File: src/rtl/fetch_ctrl.sv
`default_nettype none
// ============================================================================
// Module   : fetch_ctrl
// Brief    : Instruction-fetch controller. It owns the PC, runs the imem
//            handshake and holds fetched words in a stallable IF/ID register.
// Revision : 1.0 - initial release
// ============================================================================
module fetch_ctrl #(
    parameter logic [15:0] RST_PC = 16'h0000,
    parameter logic [3:0]  HLT_OP = 4'hF
) (
    input  logic        clk,
    input  logic        rst_n,
    output logic        imem_req,
    output logic [15:0] imem_addr,
    input  logic        imem_ready,
    input  logic [15:0] imem_data,
    input  logic        if_stall,
    output logic        if_valid,
    output logic [15:0] if_instr,
    output logic [15:0] if_pc,
    output logic [15:0] if_pcs,
    input  logic        br_valid,
    input  logic        br_src,
    input  logic [2:0]  br_cond,
    input  logic [15:0] br_imm_tgt,
    input  logic [15:0] br_reg_tgt,
    input  logic        flag_z,
    input  logic        flag_n,
    input  logic        flag_v,
    output logic        flush,
    output logic        halted
);

    localparam logic [1:0] c_ST_IDLE  = 2'd0;
    localparam logic [1:0] c_ST_FETCH = 2'd1;
    localparam logic [1:0] c_ST_DRAIN = 2'd2;
    localparam logic [1:0] c_ST_HALT  = 2'd3;

    logic [1:0]  r_state;
    logic [15:0] r_pc;
    logic [15:0] r_drain_addr;
    logic        r_if_valid;
    logic [15:0] r_if_instr;
    logic [15:0] r_if_pc;
    logic [15:0] r_if_pcs;
    logic        r_flush;

    logic        w_cond_true;
    logic        w_taken;
    logic        w_req;
    logic        w_done;
    logic [15:0] w_target;

    // Code 111 never looks at the flags, so unknown flag values cannot leak in.
    always_comb begin
        w_cond_true = 1'b0;
        case (br_cond)
            3'b000:  w_cond_true = ~flag_z;
            3'b001:  w_cond_true = flag_z;
            3'b010:  w_cond_true = ~flag_z & ~flag_n;
            3'b011:  w_cond_true = flag_n;
            3'b100:  w_cond_true = flag_z | (~flag_z & ~flag_n);
            3'b101:  w_cond_true = flag_z | flag_n;
            3'b110:  w_cond_true = flag_v;
            default: w_cond_true = 1'b1;
        endcase
    end

    assign w_taken  = br_valid & w_cond_true;
    assign w_target = br_src ? br_reg_tgt : br_imm_tgt;
    assign w_req    = ((r_state == c_ST_FETCH) && !(r_if_valid && if_stall)) ||
                      (r_state == c_ST_DRAIN);
    assign w_done   = w_req & imem_ready;

    always_comb begin
        imem_addr = 16'h0000;
        case (r_state)
            c_ST_FETCH: imem_addr = r_pc;
            c_ST_DRAIN: imem_addr = r_drain_addr;
            c_ST_HALT:  imem_addr = r_pc;
            default:    imem_addr = 16'h0000;
        endcase
    end

    always_ff @(posedge clk or negedge rst_n) begin
        if (!rst_n) begin
            r_state      <= c_ST_IDLE;
            r_pc         <= RST_PC;
            r_drain_addr <= 16'h0000;
            r_if_valid   <= 1'b0;
            r_if_instr   <= 16'h0000;
            r_if_pc      <= 16'h0000;
            r_if_pcs     <= 16'h0000;
            r_flush      <= 1'b0;
        end else begin
            r_flush <= 1'b0;
            // Decode consumes the live word whenever it is not stalling.
            if (!if_stall) begin
                r_if_valid <= 1'b0;
            end
            case (r_state)
                c_ST_IDLE: begin
                    r_state <= c_ST_FETCH;
                end
                c_ST_FETCH: begin
                    if (w_taken) begin
                        r_pc       <= w_target;
                        r_flush    <= 1'b1;
                        r_if_valid <= 1'b0;
                        if (w_req && !imem_ready) begin
                            r_state      <= c_ST_DRAIN;
                            r_drain_addr <= r_pc;
                        end
                    end else if (w_done) begin
                        r_if_valid <= 1'b1;
                        r_if_instr <= imem_data;
                        r_if_pc    <= r_pc;
                        r_if_pcs   <= r_pc + 16'd2;
                        if (imem_data[15:12] == HLT_OP) begin
                            r_state <= c_ST_HALT;
                        end else begin
                            r_pc <= r_pc + 16'd2;
                        end
                    end
                end
                c_ST_DRAIN: begin
                    // The stale response is swallowed; only the redirect matters.
                    if (w_taken) begin
                        r_pc       <= w_target;
                        r_flush    <= 1'b1;
                        r_if_valid <= 1'b0;
                    end
                    if (imem_ready) begin
                        r_state <= c_ST_FETCH;
                    end
                end
                c_ST_HALT: begin
                    if (w_taken) begin
                        r_pc       <= w_target;
                        r_flush    <= 1'b1;
                        r_if_valid <= 1'b0;
                        r_state    <= c_ST_FETCH;
                    end
                end
                default: begin
                    r_state <= c_ST_IDLE;
                end
            endcase
        end
    end

    assign imem_req = w_req;
    assign if_valid = r_if_valid;
    assign if_instr = r_if_instr;
    assign if_pc    = r_if_pc;
    assign if_pcs   = r_if_pcs;
    assign flush    = r_flush;
    assign halted   = (r_state == c_ST_HALT);

endmodule
`default_nettype wire

File: config.mk
export PLATFORM = sky130hd
export DESIGN_NAME = fetch_ctrl
export DESIGN_NICKNAME = d
export VERILOG_FILES = /design/src/rtl/fetch_ctrl.sv
export SDC_FILE = /design/constraint.sdc
export NUM_CORES = 1
export LEC_CHECK = 0
export ABC_CLOCK_PERIOD_IN_PS = 5600
export BUFFER_PORTS_ARGS = -buffer_cell sky130_fd_sc_hd__buf_2
export CORE_MARGIN = 2
export CORE_UTILIZATION = 55
export CTS_BUF_LIST = sky130_fd_sc_hd__clkbuf_2
export DETAILED_ROUTE_END_ITERATION = 16
export GPL_ROUTABILITY_DRIVEN = 0
export MAX_ROUTING_LAYER = met4
export PLACE_DENSITY = 0.84
export SLEW_MARGIN = 20
export SYNTH_ARGS = -nofsm -noshare
export SYNTH_HDL_FRONTEND = slang
export SYNTH_SLANG_ARGS = --single-unit
File: constraint.sdc
create_clock -name clk -period 5.6 [get_ports clk]
set_clock_uncertainty 0.15 [all_clocks]
set_input_delay 0.56 -clock clk [delete_from_list [all_inputs] [get_ports clk]]
set_output_delay 0.56 -clock clk [all_outputs]
set_load 0.1 [all_outputs]
# Yosys cells after proc, flatten, opt, wreduce, memory -nomap -nowiden
# Cells that the tools add are included.
# totals
reg_bits,84
inputBits,60
out_inout_bits,68
word_cells,72
# classes
add_sub_neg,1
eq_ne,17
n_mux,22
n_bitwise,8
reduce_logical,16
# ops
operator,n
$mux 16,5
$pmux 16 s2,2
$add 16x2->16 const B,1
$mux 2,6
$eq 3x3->1 const B,3
$pmux 2 s4,1
$pmux 1 s7,1
$eq 3x2->1 const B,2
$mux 1,6
$ne 3x2->1 const B,2
$ne 3x3->1 const B,2
$reduce_and 3->1,2
$reduce_and 5->1,1
$eq 2x2->1 const B,2
$eq 4x4->1 const B,1
$ne 2x1->1 const B,2
$reduce_and 4->1,1
$reduce_or 2->1,2
$and 1x1->1,3
$eq 3x1->1 const B,1
$logic_and 1x1->1,3
$logic_not 3->1,1
$not 1->1,3
$reduce_or 3->1,1
8 further kinds,10

# Depth between registers and ports, before layout
# depth
ltp_word,8
mapped_depth,7
mapped_depth_nobuf,6

# Worst setup path before layout
# Ideal clock, no wire load.
# synth_path
path_type,register -> output
from,register r_state[0]
to,output imem_req
t_arrival_ns,2.825
required_ns,4.890
slack_ns,2.065
path_stages_with_launch,4
path_buffers,2
cell_sequence,dfrtp_1 -> clkbuf_1 -> clkbuf_1 -> o21ai_0
# synth_via
elab_chain_len,3
word_cells_on_any_way,4
classes_between,eq/ne (2); reduce/logical (2)
# synth_rtl
element,line_no,source
from (decl),40,logic [1:0] r_state;
from (signal assigned),88,r_state <= c_ST_IDLE;
from (signal assigned),104,r_state <= c_ST_FETCH;
from (signal assigned),112,r_state <= c_ST_DRAIN;
$eq 2x1->1,72,assign w_req = ((r_state == c_ST_FETCH) && !(r_if_valid && if_stall)) ||
$logic_and 1x1->1,72,
$logic_or 1x1->1 (*),72,
to (decl),14,"output logic imem_req,"
# Mark *: on every way between the ends. The rest lies on a longest branch, timed or not.

# Final worst setup path
# layout_path
from,register r_state[1]
to,output imem_addr[12]
# layout_via
elab_chain_len,3
word_cells_on_any_way,5
classes_between,eq/ne (3); mux (1); reduce/logical (1)
# layout_rtl
element,line_no,source
$eq 2x2->1 or $eq 2x1->1 (tied branches),78,case (r_state)
$reduce_or 2->1 (no source line),-,
$pmux 16 s2 (*),78,
to (decl),15,"output logic [15:0] imem_addr,"
# Marks and branches as above.

==> results.txt <==
----------------------------------------------------
[Hold path]
  Class of the tightest hold or removal check ... input port to flop
  Min-Delay Startpoint ... imem_data[11]
  Worst Hold Path Cells ... 2

[Timing]
  Total setup violations reported at the end of the flow ... 0
  Final Cycle Share ... 0.623
  Slew Limit Headroom ... 0.332
  Total Neg Setup Slack ... 0 ps
  Number of hold-slack violations in the final timing report ... 0
  Achievable frequency ... 287 MHz
  Slew at the pin with the worst max-slew slack ... 998 ps
  Fin. max-slew vios ... 0
  Final min period ... 3490 ps
  RSZ-0062 raised after global routing ... no

[Yosys]
  Cells taking the most area after synthesis ... sky130_fd_sc_hd__dfrtp_1, sky130_fd_sc_hd__mux2_2, sky130_fd_sc_hd__a22o_1
  Dominant cell type by area after synthesis ... sky130_fd_sc_hd__dfrtp_1
  Number of enable flip-flop cells after synthesis ... 0
  Cell area after synthesis ... 4290 µm²
  Top-area cell type share of the netlist area ... 0.484
  Nets in the synthesized netlist ... 447
  Post-Synthesis Cells ... 386
  Share of flip-flops with an asynchronous set or reset after synthesis ... 1.00
  Synthesized area per cell ... 11.1 µm²
  Flip-flop and latch count after synthesis ... 83
  Leading post-synthesis cells by instance count ... sky130_fd_sc_hd__dfrtp_1, sky130_fd_sc_hd__mux2_2, sky130_fd_sc_hd__o21ai_0, sky130_fd_sc_hd__clkbuf_1, sky130_fd_sc_hd__nand2_1
  Top FF cell, synth ... sky130_fd_sc_hd__dfrtp_1
  Sequential fraction of the synthesis area ... 0.484
  Number of distinct library cells after synthesis ... 57
  Most common cell in the netlist ... sky130_fd_sc_hd__dfrtp_1
  Ys Warns ... 0

[Clock tree]
  Deepest clock path buffer count ... 2
  Num CTS Buffers ... 9
  # resized after CTS ... 0
  Master cell of the clock root buffer ... sky130_fd_sc_hd__clkbuf_2
  H-tree level count ... 3
  TritonCTS Sinks ... 83
  TritonCTS clock tree ... built
  Clock insertion delay at the later pin of the skew report ... 520 ps
  Clock transition at the register clock pins on the worst setup and hold paths after CTS ... 210 ps

[Critical path]
  Maximum fanout count along the critical path ... 17
  Required time at the worst-slack endpoint ... 4890 ps
  Origin of the worst setup path ... r_state[1]
  Kind of capture point of the worst setup path ... output port
  Largest delay share family, worst path ... flip-flops
  Count of cell instances traversed by the critical path ... 4
  Largest stage delay, worst path ... 710 ps
  Critical Path AT ... 2780 ps
  Classification of the worst setup path ... flop to output port
  Cells along the critical path ... inv_1 > nor2_2 > a22o_1 > buf_2
  Worst-case reg-to-reg path depth ... 5
  Number of buffer and inverter stages on the critical path ... 2
  Slowest-stage cell, CP ... sky130_fd_sc_hd__dfrtp_1
  Startpoint of the most critical register-to-register path ... r_state[0]
  Type of origin of the critical path ... flop

[Global route]
  GRT Util Overall ... 0.264
  Maximum number of pins on one net before global-route repair ... 84
  Congestion Overflow GR ... 0
  Initial antenna violation count ... 1
  Number of global-route vias before repair ... 3,305
  Global-route wire length before repair ... 17,000 µm

[Final layout]
  Final #Nets ... 553
  Share of final-layout standard cells stronger than drive strength 1 ... 0.408
  Area of all placed cells without fillers ... 5060 µm²
  Fillers ... 634
  Area growth syn-to-layout ... 17.9%

[Floorplanning]
  Die outline width ... 92.3 µm
  Number of core rows ... 32
  Area of the core ... 7650 µm²
  Die Footprint ... 8520 µm²
  Die Ht ... 92.3 µm
  Starting density of the core ... 0.561
  Num ports ... 128

[Place]
  Post-DP HPWL ... 7490 µm
  Area of placed instances ... 4890 µm²
  Count of input and output buffers ... 127

[Routing]
  Detail Route Antenna Nets ... 0
  Wire length reported by the detailed router ... 10,600 µm
  Number of violations reported at the end of detailed-routing iteration 0 ... 418
  WL/cell ... 17.7 µm
  Post-DR vias/cell ... 5.88
  Total DRC errors in the routed layout ... 0
  First drt pass iteration count ... 5
  Via count ... 3,530

[Outcome]
  Outcome ... complete, no violations

[Flow run]
  Max-capacitance violation count ... 0

----------------------------------------------------
-- layout make-up --
| type | instances | area, µm² | share of cell area |
|---|---|---|---|
| Antenna cell | 1 | 2.50 | 0.000495 |
| Clock buffer | 10 | 50.0 | 0.00990 |
| Clock inverter | 6 | 90.1 | 0.0178 |
| Inverter | 5 | 18.8 | 0.00371 |
| Multi-Input combinational cell | 262 | 2010 | 0.398 |
| Sequential cell | 83 | 2080 | 0.411 |
| Tap cell | 102 | 128 | 0.0252 |
| Timing Repair Buffer | 131 | 678 | 0.134 |
-- state kept, by name (all words and copies together) (netlist names) --
| register | cells |
|---|---|
| if_valid | 1 |
| r_state | 2 |
| flush | 1 |
| r_drain_addr | 16 |
| if_instr | 16 |
| if_pcs | 15 |
| r_pc | 16 |
| if_pc | 16 |
-- placed cells by master, fill, tap and decap left out, types with 3 or more instances in the layout --
| master | count |
|---|---|
| sky130_fd_sc_hd__a2111oi_0 | 3 |
| sky130_fd_sc_hd__a211oi_1 | 3 |
| sky130_fd_sc_hd__a21oi_1 | 10 |
| sky130_fd_sc_hd__a221o_1 | 4 |
| sky130_fd_sc_hd__a221oi_1 | 4 |
| sky130_fd_sc_hd__a22o_1 | 17 |
| sky130_fd_sc_hd__and2_1 | 4 |
| sky130_fd_sc_hd__buf_2 | 126 |
| sky130_fd_sc_hd__clkbuf_2 | 10 |
| sky130_fd_sc_hd__clkinv_4 | 3 |
| sky130_fd_sc_hd__dfrtp_1 | 83 |
| sky130_fd_sc_hd__inv_1 | 5 |
| sky130_fd_sc_hd__mux2_2 | 42 |
| sky130_fd_sc_hd__mux2_4 | 6 |
| sky130_fd_sc_hd__mux2i_1 | 14 |
| sky130_fd_sc_hd__nand2_1 | 25 |
| sky130_fd_sc_hd__nand2b_1 | 3 |
| sky130_fd_sc_hd__nand3_1 | 7 |
| sky130_fd_sc_hd__nand4_1 | 5 |
| sky130_fd_sc_hd__nor2_1 | 21 |
| sky130_fd_sc_hd__nor2b_1 | 5 |
| sky130_fd_sc_hd__nor3_1 | 9 |
| sky130_fd_sc_hd__o21ai_0 | 27 |
| sky130_fd_sc_hd__o22ai_1 | 3 |
| sky130_fd_sc_hd__xnor2_1 | 9 |
| sky130_fd_sc_hd__xor2_1 | 4 |
-- metrics by stage --
step                      hold WS (ps)   util  worst slack, ps  instances
after floorplan                    114      -             2060        386
after global routing              74.0  0.661             1960        600
after detailed placement           318  0.639             2360        581
final                              101  0.661             2110        600
after global placement             307  0.639             2450        581
after CTS                         42.5  0.657             1800        597
-- worst paths after layout --
kind                                         end  slack [ps]
worst min register to register        if_pcs[15]         360
max in group asynchronous              if_pcs[1]        4340
worst max-delay path               imem_addr[12]        2110
worst max register to register  r_drain_addr[10]        2790
min in group asynchronous              if_pc[13]         440
worst min-delay path                if_instr[11]         100
-- layer usage --
metal,wire [µm],global-route usage
met2,5110,0.403
met3,832,0.0252
met5,0,-
met4,211,0.104
met1,4430,0.371
-- cells by family (layout without fill, tap and decap cells) --
family	after synthesis	after routing	share of synthesized area
simple gates	100	100	0.124
compound gates	85	85	0.149
flops	83	83	0.484
mux	63	63	0.167
buf+inv	41	152	0.0470
xor+xnor	13	13	0.0265
fa+ha+maj	1	1	0.00292
other cells	0	1	0
-- timing repair --
| action | CTS | global route |
|---|---|---|
| hold endpoints to repair | 0 | 83 |
| setup buffers | 0 | 0 |
| setup endpoints to repair | 0 | 0 |
| hold buffers | 0 | 1 |
Power is not shown: default switching activity piles up to over one toggle a cycle in this logic, so the estimate is an artifact.
